### config.mk
export PLATFORM = sky130hd
export DESIGN_NAME = cal_sequencer_flat
export DESIGN_NICKNAME = d
export VERILOG_FILES = /design/src/rtl/cal_sequencer_pkg.sv /design/src/rtl/cal_sequencer_if.sv /design/src/rtl/cal_sequencer_accum.sv /design/src/rtl/cal_sequencer.sv /design/src/flat_wrapper.sv
export SDC_FILE = /design/constraint.sdc
export NUM_CORES = 1
export LEC_CHECK = 0
export BUFFER_PORTS_ARGS = -buffer_cell sky130_fd_sc_hd__buf_4
export CAP_MARGIN = 20
export CORE_UTILIZATION = 63
export CTS_BUF_LIST = sky130_fd_sc_hd__clkbuf_16
export CTS_CLUSTER_SIZE = 8
export DETAILED_ROUTE_END_ITERATION = 16
export GPL_TIMING_DRIVEN = 0
export PLACE_DENSITY = 0.83
export SLEW_MARGIN = 20
export SYNTH_ARGS = -nofsm -noshare
export SYNTH_HDL_FRONTEND = slang
export SYNTH_HIERARCHICAL = 1
export SYNTH_SLANG_ARGS = --single-unit
### constraint.sdc
create_clock -name clk -period 9.1 [get_ports clk]
set_clock_uncertainty 0.2 [all_clocks]
set_input_delay 0 -clock clk [delete_from_list [all_inputs] [get_ports clk]]
set_output_delay 0 -clock clk [all_outputs]
set_load 0.005 [all_outputs]
### src/rtl/cal_sequencer_pkg.sv
// Shared types and constants for the four-corner calibration sequencer.
package cal_sequencer_pkg;

  localparam logic [9:0] NO_BLOB = 10'd1023;

  typedef enum logic [2:0] {
    IDLE,
    WAIT_BLOB,
    ACCUM,
    WAIT_RELEASE,
    DONE
  } state_t;

  typedef logic [1:0] corner_t;

  typedef struct packed {
    logic [9:0] x;
    logic [9:0] y;
  } sample_t;

  function automatic logic [3:0] corner_onehot(corner_t k);
    return 4'b0001 << k;
  endfunction

endpackage

### src/rtl/cal_sequencer_if.sv
// Camera sample stream in, LED indicator and corner table out.
interface cal_sequencer_if;
  logic        start;
  logic        sample_valid;
  logic [9:0]  x;
  logic [9:0]  y;
  logic [3:0]  led;
  logic        busy;
  logic        done;
  logic [39:0] corner_x;
  logic [39:0] corner_y;

  modport master (
    output start, sample_valid, x, y,
    input  led, busy, done, corner_x, corner_y
  );

  modport slave (
    input  start, sample_valid, x, y,
    output led, busy, done, corner_x, corner_y
  );
endinterface

### src/rtl/cal_sequencer_accum.sv
// Per-corner stability tracker: anchor, tolerance window, running sums and average.
module corner_accum
  import cal_sequencer_pkg::*;
#(
  parameter int LOG2_SAMPLES = 4,
  parameter int TOL          = 8
) (
  input  logic                  clk,
  input  logic                  reset,
  input  logic                  load,
  input  logic                  add,
  input  logic                  clear,
  input  sample_t               smp,
  output logic                  in_tol,
  output logic [LOG2_SAMPLES:0] cnt,
  output logic [9:0]            avg_x,
  output logic [9:0]            avg_y
);
  localparam int SW = 10 + LOG2_SAMPLES;

  sample_t       anchor;
  logic [SW-1:0] sum_x, sum_y, nxt_x, nxt_y;
  logic [9:0]    dx, dy;

  always_comb begin
    dx     = (smp.x >= anchor.x) ? smp.x - anchor.x : anchor.x - smp.x;
    dy     = (smp.y >= anchor.y) ? smp.y - anchor.y : anchor.y - smp.y;
    in_tol = (dx <= 10'(TOL)) && (dy <= 10'(TOL));
    // Average includes the current sample so the capture lands on the Nth strobe.
    nxt_x  = sum_x + SW'(smp.x);
    nxt_y  = sum_y + SW'(smp.y);
    avg_x  = nxt_x[SW-1:LOG2_SAMPLES];
    avg_y  = nxt_y[SW-1:LOG2_SAMPLES];
  end

  always_ff @(posedge clk) begin
    if (!reset) begin
      anchor <= '0;
      sum_x  <= '0;
      sum_y  <= '0;
      cnt    <= '0;
    end else if (clear) begin
      sum_x <= '0;
      sum_y <= '0;
      cnt   <= '0;
    end else if (load) begin
      anchor <= smp;
      sum_x  <= SW'(smp.x);
      sum_y  <= SW'(smp.y);
      cnt    <= (LOG2_SAMPLES+1)'(1);
    end else if (add) begin
      sum_x <= nxt_x;
      sum_y <= nxt_y;
      cnt   <= cnt + 1'b1;
    end
  end

endmodule

### src/rtl/cal_sequencer.sv
// Calibration FSM: walks the four corners, captures stable averages into the corner table.
module cal_sequencer
  import cal_sequencer_pkg::*;
#(
  parameter int LOG2_SAMPLES = 4,
  parameter int TOL          = 8
) (
  input  logic           clk,
  input  logic           reset,
  cal_sequencer_if.slave bus
);
  localparam int N = 1 << LOG2_SAMPLES;

  state_t                state;
  corner_t               k;
  logic [3:0][9:0]       tab_x, tab_y;
  logic [3:0]            led_q;
  logic                  busy_q, done_q;
  logic                  present, load, add, clear, in_tol;
  logic [LOG2_SAMPLES:0] cnt;
  logic [9:0]            avg_x, avg_y;
  sample_t               smp;

  assign smp          = '{x: bus.x, y: bus.y};
  assign bus.led      = led_q;
  assign bus.busy     = busy_q;
  assign bus.done     = done_q;
  assign bus.corner_x = tab_x;
  assign bus.corner_y = tab_y;

  always_comb begin
    present = bus.sample_valid && (bus.y != NO_BLOB);
    load    = (state == WAIT_BLOB) && present;
    add     = (state == ACCUM) && present && in_tol;
    clear   = (state == ACCUM) && bus.sample_valid && !(present && in_tol);
  end

  corner_accum #(.LOG2_SAMPLES(LOG2_SAMPLES), .TOL(TOL)) u_accum (
    .clk   (clk),
    .reset (reset),
    .load  (load),
    .add   (add),
    .clear (clear),
    .smp   (smp),
    .in_tol(in_tol),
    .cnt   (cnt),
    .avg_x (avg_x),
    .avg_y (avg_y)
  );

  always_ff @(posedge clk) begin
    if (!reset) begin
      state  <= IDLE;
      k      <= '0;
      tab_x  <= '0;
      tab_y  <= '0;
      led_q  <= '0;
      busy_q <= 1'b0;
      done_q <= 1'b0;
    end else begin
      case (state)
        IDLE, DONE: if (bus.start) begin
          k      <= '0;
          state  <= WAIT_BLOB;
          led_q  <= 4'b0001;
          busy_q <= 1'b1;
          done_q <= 1'b0;
        end
        WAIT_BLOB: if (present) state <= ACCUM;
        ACCUM: begin
          if (clear) state <= WAIT_BLOB;
          else if (add && cnt == (LOG2_SAMPLES+1)'(N-1)) begin
            tab_x[k] <= avg_x;
            tab_y[k] <= avg_y;
            state    <= WAIT_RELEASE;
          end
        end
        // Only a no-blob strobe releases, so a held blob cannot spill into the next corner.
        WAIT_RELEASE: if (bus.sample_valid && bus.y == NO_BLOB) begin
          if (k == 2'd3) begin
            state  <= DONE;
            led_q  <= 4'b1111;
            busy_q <= 1'b0;
            done_q <= 1'b1;
          end else begin
            k     <= k + 2'd1;
            led_q <= corner_onehot(k + 2'd1);
            state <= WAIT_BLOB;
          end
        end
        default: state <= IDLE;
      endcase
    end
  end

endmodule

### src/flat_wrapper.sv
// flat-port wrapper written by rule: the top's interface ports become plain ports
module cal_sequencer_flat import cal_sequencer_pkg::*;
#(
  parameter int LOG2_SAMPLES = 4,
  parameter int TOL          = 8
)
  (clk, reset, bus_start, bus_sample_valid, bus_x, bus_y, bus_led, bus_busy, bus_done, bus_corner_x, bus_corner_y);
  cal_sequencer_if bus_i ();
  input  logic clk;
  input  logic reset;
  input wire logic [$bits(bus_i.start)-1:0] bus_start;
  input wire logic [$bits(bus_i.sample_valid)-1:0] bus_sample_valid;
  input wire logic [$bits(bus_i.x)-1:0] bus_x;
  input wire logic [$bits(bus_i.y)-1:0] bus_y;
  output wire logic [$bits(bus_i.led)-1:0] bus_led;
  output wire logic [$bits(bus_i.busy)-1:0] bus_busy;
  output wire logic [$bits(bus_i.done)-1:0] bus_done;
  output wire logic [$bits(bus_i.corner_x)-1:0] bus_corner_x;
  output wire logic [$bits(bus_i.corner_y)-1:0] bus_corner_y;
  assign bus_i.start = bus_start;
  assign bus_i.sample_valid = bus_sample_valid;
  assign bus_i.x = bus_x;
  assign bus_i.y = bus_y;
  assign bus_led = bus_i.led;
  assign bus_busy = bus_i.busy;
  assign bus_done = bus_i.done;
  assign bus_corner_x = bus_i.corner_x;
  assign bus_corner_y = bus_i.corner_y;
  cal_sequencer #(.LOG2_SAMPLES(LOG2_SAMPLES), .TOL(TOL)) u_core (.clk(clk), .reset(reset), .bus(bus_i));
endmodule
After elaboration in Yosys (flattened, before gate mapping)
Cells that the tools add are included.
Widths: inputs -> output; s select.
- register bits after elaboration: 144
- bits of input ports: 24
- output and inout port bits: 86
- logic and storage cells: 111
- add/subtract/negate cells: 8
- magnitude comparators: 6
- equal/unequal tests: 14
- shifts and indexed selects: 1
- mux-type cells: 35
- bitwise logic cells: 2
- reductions and logical operators: 24
- operators by type and width (operator ; count):
    $bwmux 40 ; 2
    $mux 10 ; 7
    $sub 10x10->10 ; 4
    $add 14x10->14 ; 2
    $demux 10 s2 ; 1
    $ge 10x10->1 ; 2
    $le 10x4->1 const B ; 2
    $mux 3 ; 6
    $mux 4 ; 3
    $pmux 3 s4 ; 1
    $reduce_and 4->1 ; 3
    $logic_and 1x1->1 ; 11
    $eq 10x10->1 const B ; 1
    $ne 10x10->1 const B ; 1
    $mux 1 ; 8
    $pmux 4 s2 ; 1
    $eq 3x2->1 const B ; 2
    $mux 2 ; 3
    $ne 2x1->1 const B ; 3
    $reduce_and 3->1 ; 2
    $add 5x1->5 const B ; 1
    $eq 5x4->1 const B ; 1
    $ne 2x2->1 const B ; 2
    $pmux 1 s2 ; 2
    other kinds (16) ; 19

Depth between registers and ports, before layout
- depth in word-level cells: 9
- depth in mapped cells: 20
- gate-level depth less buffers: 17

Modules after synthesis
Netlist, hierarchy kept.
- by module, submodules not included (module ; instances ; cells an instance ; area an instance (um^2) ; seq. area each (um^2)):
    corner_accum ; 1 ; 605 ; 4675.7 ; 1061.0
    cal_sequencer ; 1 ; 375 ; 3731.1 ; 1821.7

Worst setup path before layout
No wires, ideal clock.
- path type: reg2reg
- start point: register u_core/u_accum/anchor[2] (netlist name)
- end point: register u_core.u_accum.cnt[1]
- setup time: 128 ps
- arrival time: 4022 ps
- required time: 8772 ps
- path slack: 4750 ps
- cell stages (with the launch flop): 18
- path buffers: 4
- period minus slack after synthesis: 4350 ps
- cells stage by stage: dfxtp_1 ha_1 o21ai_2 a21oi_2 o41ai_2 mux2i_1 a2111oi_4 nand3b_1 o211a_1 nor4_2 or3b_1 buf_6 nor2_1 clkbuf_1 clkbuf_1 buf_1 mux2i_1 nor2_1
- elaborated cells between the ends (all ways): 11
- classes of those cells: add/sub (2); order compare (2); mux (1); reduce/logical (6)
- RTL lines (what ; line ; text):
    start: declaration ; cal_sequencer_accum.sv:21 ; sample_t anchor;
    start signal: assignment ; cal_sequencer_accum.sv:47 ; anchor <= smp;
    $sub 10x10->10 / $ge 10x10->1 (equally long branches) ; cal_sequencer_accum.sv:27 ; dy = (smp.y >= anchor.y) ? smp.y - anchor.y : anchor.y - smp.y;
    $mux 10 (*) ; cal_sequencer_accum.sv:27 ;
    $le 10x4->1 (*) ; cal_sequencer_accum.sv:28 ; in_tol = (dx <= 10'(TOL)) && (dy <= 10'(TOL));
    $logic_and 1x1->1 (*) ; cal_sequencer_accum.sv:28 ;
    net u_core.in_tol ; cal_sequencer.sv:19 ; logic present, load, add, clear, in_tol;
    $logic_and 1x1->1 (*) ; cal_sequencer.sv:34 ; add = (state == ACCUM) && present && in_tol;
    net u_core.add ; cal_sequencer.sv:19 ;
    end signal: assignment ; cal_sequencer_accum.sv:50 ; cnt <= (LOG2_SAMPLES+1)'(1);
    end signal: assignment ; cal_sequencer_accum.sv:54 ; cnt <= cnt + 1'b1;
    end: declaration ; cal_sequencer_accum.sv:15 ; output logic [LOG2_SAMPLES:0] cnt,
Mark *: on every way through the listed nets, which the timed path passes. The rest lies on a longest branch.
A chain may end at the register's enable or synchronous reset.

Worst setup path after layout
Ends and elaborated chain as after synthesis.

==> impl_metrics.prom <==
# TYPE chip_impl_metric gauge
chip_impl_metric{name="synth.distinct_cells",unit=""} 73
chip_impl_metric{name="drt-total-wl",unit="mm"} 22.0
chip_impl_info{name="min-delay-path-class",value="input port to register"} 1
chip_impl_metric{name="synth.cell_area",unit="sq um"} 8410
chip_impl_metric{name="starting_density_of_the_core",unit="%"} 65.6
chip_impl_metric{name="max_cap_violations",unit=""} 0
chip_impl_info{name="outcome",value="finished, final reports clean"} 1
chip_impl_metric{name="globalplace.congestion",unit=""} 0.874
chip_impl_metric{name="cts_htree_levels",unit=""} 4
chip_impl_info{name="cts_tree",value="done"} 1
chip_impl_info{name="synth_ff_type",value="sky130_fd_sc_hd__dfxtp_1"} 1
chip_impl_metric{name="timing.final.crit_share",unit="%"} 63.1
chip_impl_metric{name="grt_usage",unit="%"} 32.0
chip_impl_info{name="rsz_0062_raised_after_global_routing",value="false"} 1
chip_impl_metric{name="area_delta_synth_final",unit="%"} 23.0
chip_impl_metric{name="antenna_found_initial",unit=""} 0
chip_impl_metric{name="vdd_ir_drop_max",unit="mV"} 0.147
chip_impl_metric{name="tritoncts.num_buffers",unit=""} 17
chip_impl_metric{name="max_slew_violation_count",unit=""} 0
chip_impl_metric{name="fp-row-count",unit=""} 41
chip_impl_metric{name="finish.cell_count_without_fillers",unit=""} 1325
chip_impl_metric{name="cts_num_sinks",unit=""} 144
chip_impl_metric{name="synth_edf_count",unit=""} 0
chip_impl_info{name="clk_root_buffer_cell",value="sky130_fd_sc_hd__clkbuf_16"} 1
chip_impl_metric{name="via_count",unit=""} 7597
chip_impl_metric{name="postSynth.asyncResetShare",unit="%"} 0
chip_impl_metric{name="synth_compound_area_share",unit="%"} 15.9
chip_impl_metric{name="n_fill_cell",unit=""} 907
chip_impl_metric{name="netlist_instances",unit=""} 980
chip_impl_metric{name="synthesis.area_per_instance",unit="sq um"} 8.58
chip_impl_metric{name="leakage",unit="nW"} 4.27
chip_impl_metric{name="grt_overflow_total",unit=""} 0
chip_impl_metric{name="drt_drc_violations_left",unit=""} 0
chip_impl_metric{name="share_of_the_synthesized_netlist_area_taken_by_xor_and_xnor_gates",unit="%"} 3.96
chip_impl_metric{name="synth.yosys.seq_area_share",unit="%"} 34.3
chip_impl_metric{name="multiplexer_fraction_of_the_synthesized_cell_area",unit="%"} 10.5
chip_impl_metric{name="postLayoutCellArea",unit="sq um"} 10300
chip_impl_info{name="synthTopCellsByArea",value="sky130_fd_sc_hd__dfxtp_1, sky130_fd_sc_hd__mux2i_1, sky130_fd_sc_hd__ha_1"} 1
chip_impl_metric{name="drive_gt1_share",unit="%"} 15.5
chip_impl_metric{name="power-per-cell-area",unit="nW/um^2"} 151
chip_impl_metric{name="place.port_buffers",unit=""} 108
chip_impl_info{name="yosys.cell_count.top_type",value="sky130_fd_sc_hd__nand2_1"} 1
chip_impl_metric{name="coreArea",unit="sq um"} 12800
chip_impl_info{name="most_used_standard_cells_in_the_synthesized_netlist",value="sky130_fd_sc_hd__nand2_1, sky130_fd_sc_hd__dfxtp_1, sky130_fd_sc_hd__mux2i_1, sky130_fd_sc_hd__ha_1, sky130_fd_sc_hd__inv_1"} 1
chip_impl_metric{name="place_hpwl",unit="mm"} 15.6
chip_impl_metric{name="drt_iter0_markers",unit=""} 584
chip_impl_metric{name="dp.cells",unit=""} 1260
chip_impl_info{name="worst_path_max_delay_cell",value="sky130_fd_sc_hd__clkbuf_1"} 1
chip_impl_metric{name="die-height",unit="um"} 118
chip_impl_metric{name="worst_slew_margin_rel",unit="%"} 48.0
chip_impl_metric{name="vias_in_the_first_global_route",unit=""} 7424
chip_impl_metric{name="syn_nets",unit=""} 1069
chip_impl_metric{name="wl_per_cell",unit="um"} 16.6
chip_impl_metric{name="critical_path_buf_inv_count",unit=""} 4
chip_impl_info{name="cp_cell_sequence",value="ha_1 -> nand4_1 -> o221a_2 -> xnor2_1 -> a2111oi_1 -> or2b_1 -> o211a_1 -> nor4_2 -> or3b_1 -> buf_6 -> nor2_1 -> clkbuf_1 -> clkbuf_1 -> buf_1 -> mux2i_1 -> nor2_1"} 1
chip_impl_metric{name="arrival_time_at_the_worst_endpoint",unit="ns"} 5.82
chip_impl_metric{name="die_width",unit="um"} 118
chip_impl_metric{name="ys_warn_count",unit=""} 6
chip_impl_metric{name="setup_viol",unit=""} 0
chip_impl_metric{name="cts_post_setup_buffers_inserted",unit=""} 0
chip_impl_metric{name="fin_crit",unit="ns"} 5.74
chip_impl_metric{name="worstPathRequired",unit="ns"} 9.18
chip_impl_info{name="main_combinational_cell_family_by_area_after_synthesis",value="simple AND/OR/NAND/NOR gates"} 1
chip_impl_info{name="synth_top_area_cell",value="sky130_fd_sc_hd__dfxtp_1"} 1
chip_impl_metric{name="grt_start_max_net_pins",unit=""} 17
chip_impl_metric{name="finalNetCount",unit=""} 1229
chip_impl_metric{name="finalCoreUtilization",unit="%"} 80.6
chip_impl_metric{name="post_synth_and_or_nand_nor_area_fraction",unit="%"} 19.6
chip_impl_info{name="setup.worst_path.end_class",value="register"} 1
chip_impl_info{name="critPathLaunchType",value="register"} 1
chip_impl_metric{name="ant_nets",unit=""} 0
chip_impl_metric{name="synth_adder_area_share",unit="%"} 9.85
chip_impl_metric{name="detailedRoute.firstPassIterationCount",unit=""} 5
chip_impl_metric{name="setup_tns",unit="ns"} 0
chip_impl_metric{name="floorplan.io_pins",unit=""} 110
chip_impl_info{name="setup.worst_path.class",value="register to register"} 1
chip_impl_metric{name="stage_delay_of_the_slowest_cell_on_the_critical_path",unit="ns"} 0.55
chip_impl_metric{name="dpl_worst_slack",unit="ns"} 3.59
chip_impl_metric{name="clock.fmax",unit="MHz"} 174
chip_impl_metric{name="cts-resized-gates",unit=""} 0
chip_impl_metric{name="postPlaceCellArea",unit="sq um"} 9430
chip_impl_metric{name="post_drt_via_cell_ratio",unit=""} 5.73
chip_impl_metric{name="grt_first_pass_wirelength",unit="mm"} 36.0
chip_impl_info{name="cpLargestDelayFamily",value="buffers and inverters"} 1
chip_impl_metric{name="clock_path_buffers",unit=""} 2
chip_impl_metric{name="timing_worst_slew_pin_value",unit="ns"} 0.773
chip_impl_metric{name="worst_skew_pair.late_latency",unit="ns"} 0.42
chip_impl_metric{name="clk_transition_reported_paths",unit="ns"} 0.06
chip_impl_metric{name="crit_fanout",unit=""} 10
chip_impl_metric{name="synthDominantCellAreaShare",unit="%"} 34.3
chip_impl_metric{name="synth_seq_cells",unit=""} 144
chip_impl_metric{name="antenna_cells_inserted",unit=""} 0
chip_impl_metric{name="hold_violations",unit=""} 0
chip_impl_metric{name="design.die.area",unit="sq um"} 13800
chip_impl_metric{name="layout_setup_ws",unit="ns"} 3.36
-- final timing paths --
path	start	to	slack (ns)	cells after the start
max	u_core/u_accum/anchor[2]	u_core/u_accum/cnt[1]	3.36	16
min	bus_y[9]	u_core/u_accum/anchor[9]	0.23	4
max reg2reg	u_core/u_accum/anchor[2]	u_core/u_accum/cnt[1]	3.36	16
min reg2reg	u_core/bus.corner_y[34]	u_core/bus.corner_y[34]	0.26	2
-- what timing repair did --
action / CTS / global route
setup endpoints to repair: 0 / 0
hold buffers: 33 / 0
hold endpoints to repair: 51 / 0
-- cells in the final DEF, fill, tap and decap left out, drive strengths merged, types with 8 or more instances in the layout --
cell type / synthesis / layout
dfxtp: 144 / 144
dlygate4sd3: 0 / 33
nor4: 10 / 10
nand4: 11 / 11
ha: 63 / 63
a21oi: 47 / 47
nor3: 15 / 15
a21boi: 22 / 22
nor2b: 20 / 20
clkbuf: 36 / 53
mux2i: 88 / 88
xor2: 14 / 14
nand2: 186 / 186
xnor2: 24 / 24
nand3: 10 / 10
o21ai: 22 / 22
a21o: 16 / 16
inv: 61 / 68
nor2: 52 / 52
a211oi: 28 / 28
nand2b: 8 / 8
buf: 14 / 122
-- area by class of cell --
cell class / instances / area, sq um / share of cell area, %
timing repair buffer: 141 / 1140 / 11.0
clock buffer: 17 / 425 / 4.11
tap: 172 / 215 / 2.08
multi-input combinational: 724 / 5030 / 48.6
clock inverter: 15 / 151 / 1.46
sequential: 144 / 2880 / 27.9
inverter: 62 / 233 / 2.25
buffer: 50 / 262 / 2.53
-- report_power, final --
part	internal [mW]	switching, mW
registers	0.641	0.00830
clock network	0.384	0.299
logic	0.0934	0.137
total	1.12	0.444
-- stage by stage --
| stage | power (mW) | hold slack [ns] |
|---|---|---|
| 2_1_floorplan | 0.819 | -0.0593 |
| 3_3_place_gp | 0.873 | 0.0768 |
| 3_5_place_dp | 0.877 | 0.0930 |
| 4_1_cts | 1.56 | 0.216 |
| 5_1_grt | 1.62 | 0.252 |
| 6_report | 1.56 | 0.235 |
-- worst min-delay path: stages --
cell and delay (ns):
sky130_fd_sc_hd__dlygate4sd3_1 0.53, sky130_fd_sc_hd__buf_4 0.16, sky130_fd_sc_hd__nand2_1 0.05, sky130_fd_sc_hd__a21boi_0 0.06
-- registers in the layout, indices dropped and copies added (netlist names) --
register,flops
u_core/bus.corner_y,40
u_core/k,2
u_core/bus.done,1
u_core/bus.busy,1
u_core/u_accum/sum_y,14
u_core/u_accum/sum_x,14
u_core/state,3
u_core/u_accum/cnt,5
u_core/bus.corner_x,40
u_core/u_accum/anchor,20
u_core/bus.led,4
-- metal layers --
metal	wire length [um]	global-route usage [%]	part of all wire, %	vias to the layer above
met1	9610	40.0	44	3621
met5	0	0	0	-
met3	1070	4.75	4.9	37
met4	429	11.8	2.0	0
li1	-	-	-	3705
met2	10800	55.9	49	234
-- kinds of logic (layout without fill, tap and decap cells) --
logic type | after synthesis | in the layout
AND/OR/NAND/NOR | 345 | 345
AO/OA/AOI/OAI | 188 | 188
flip-flops | 144 | 144
buffers and inverters | 112 | 285
multiplexers | 88 | 88
adder cells (fa/ha/maj) | 65 | 65
XOR/XNOR | 38 | 38
(Power assumes the default switching activity.)
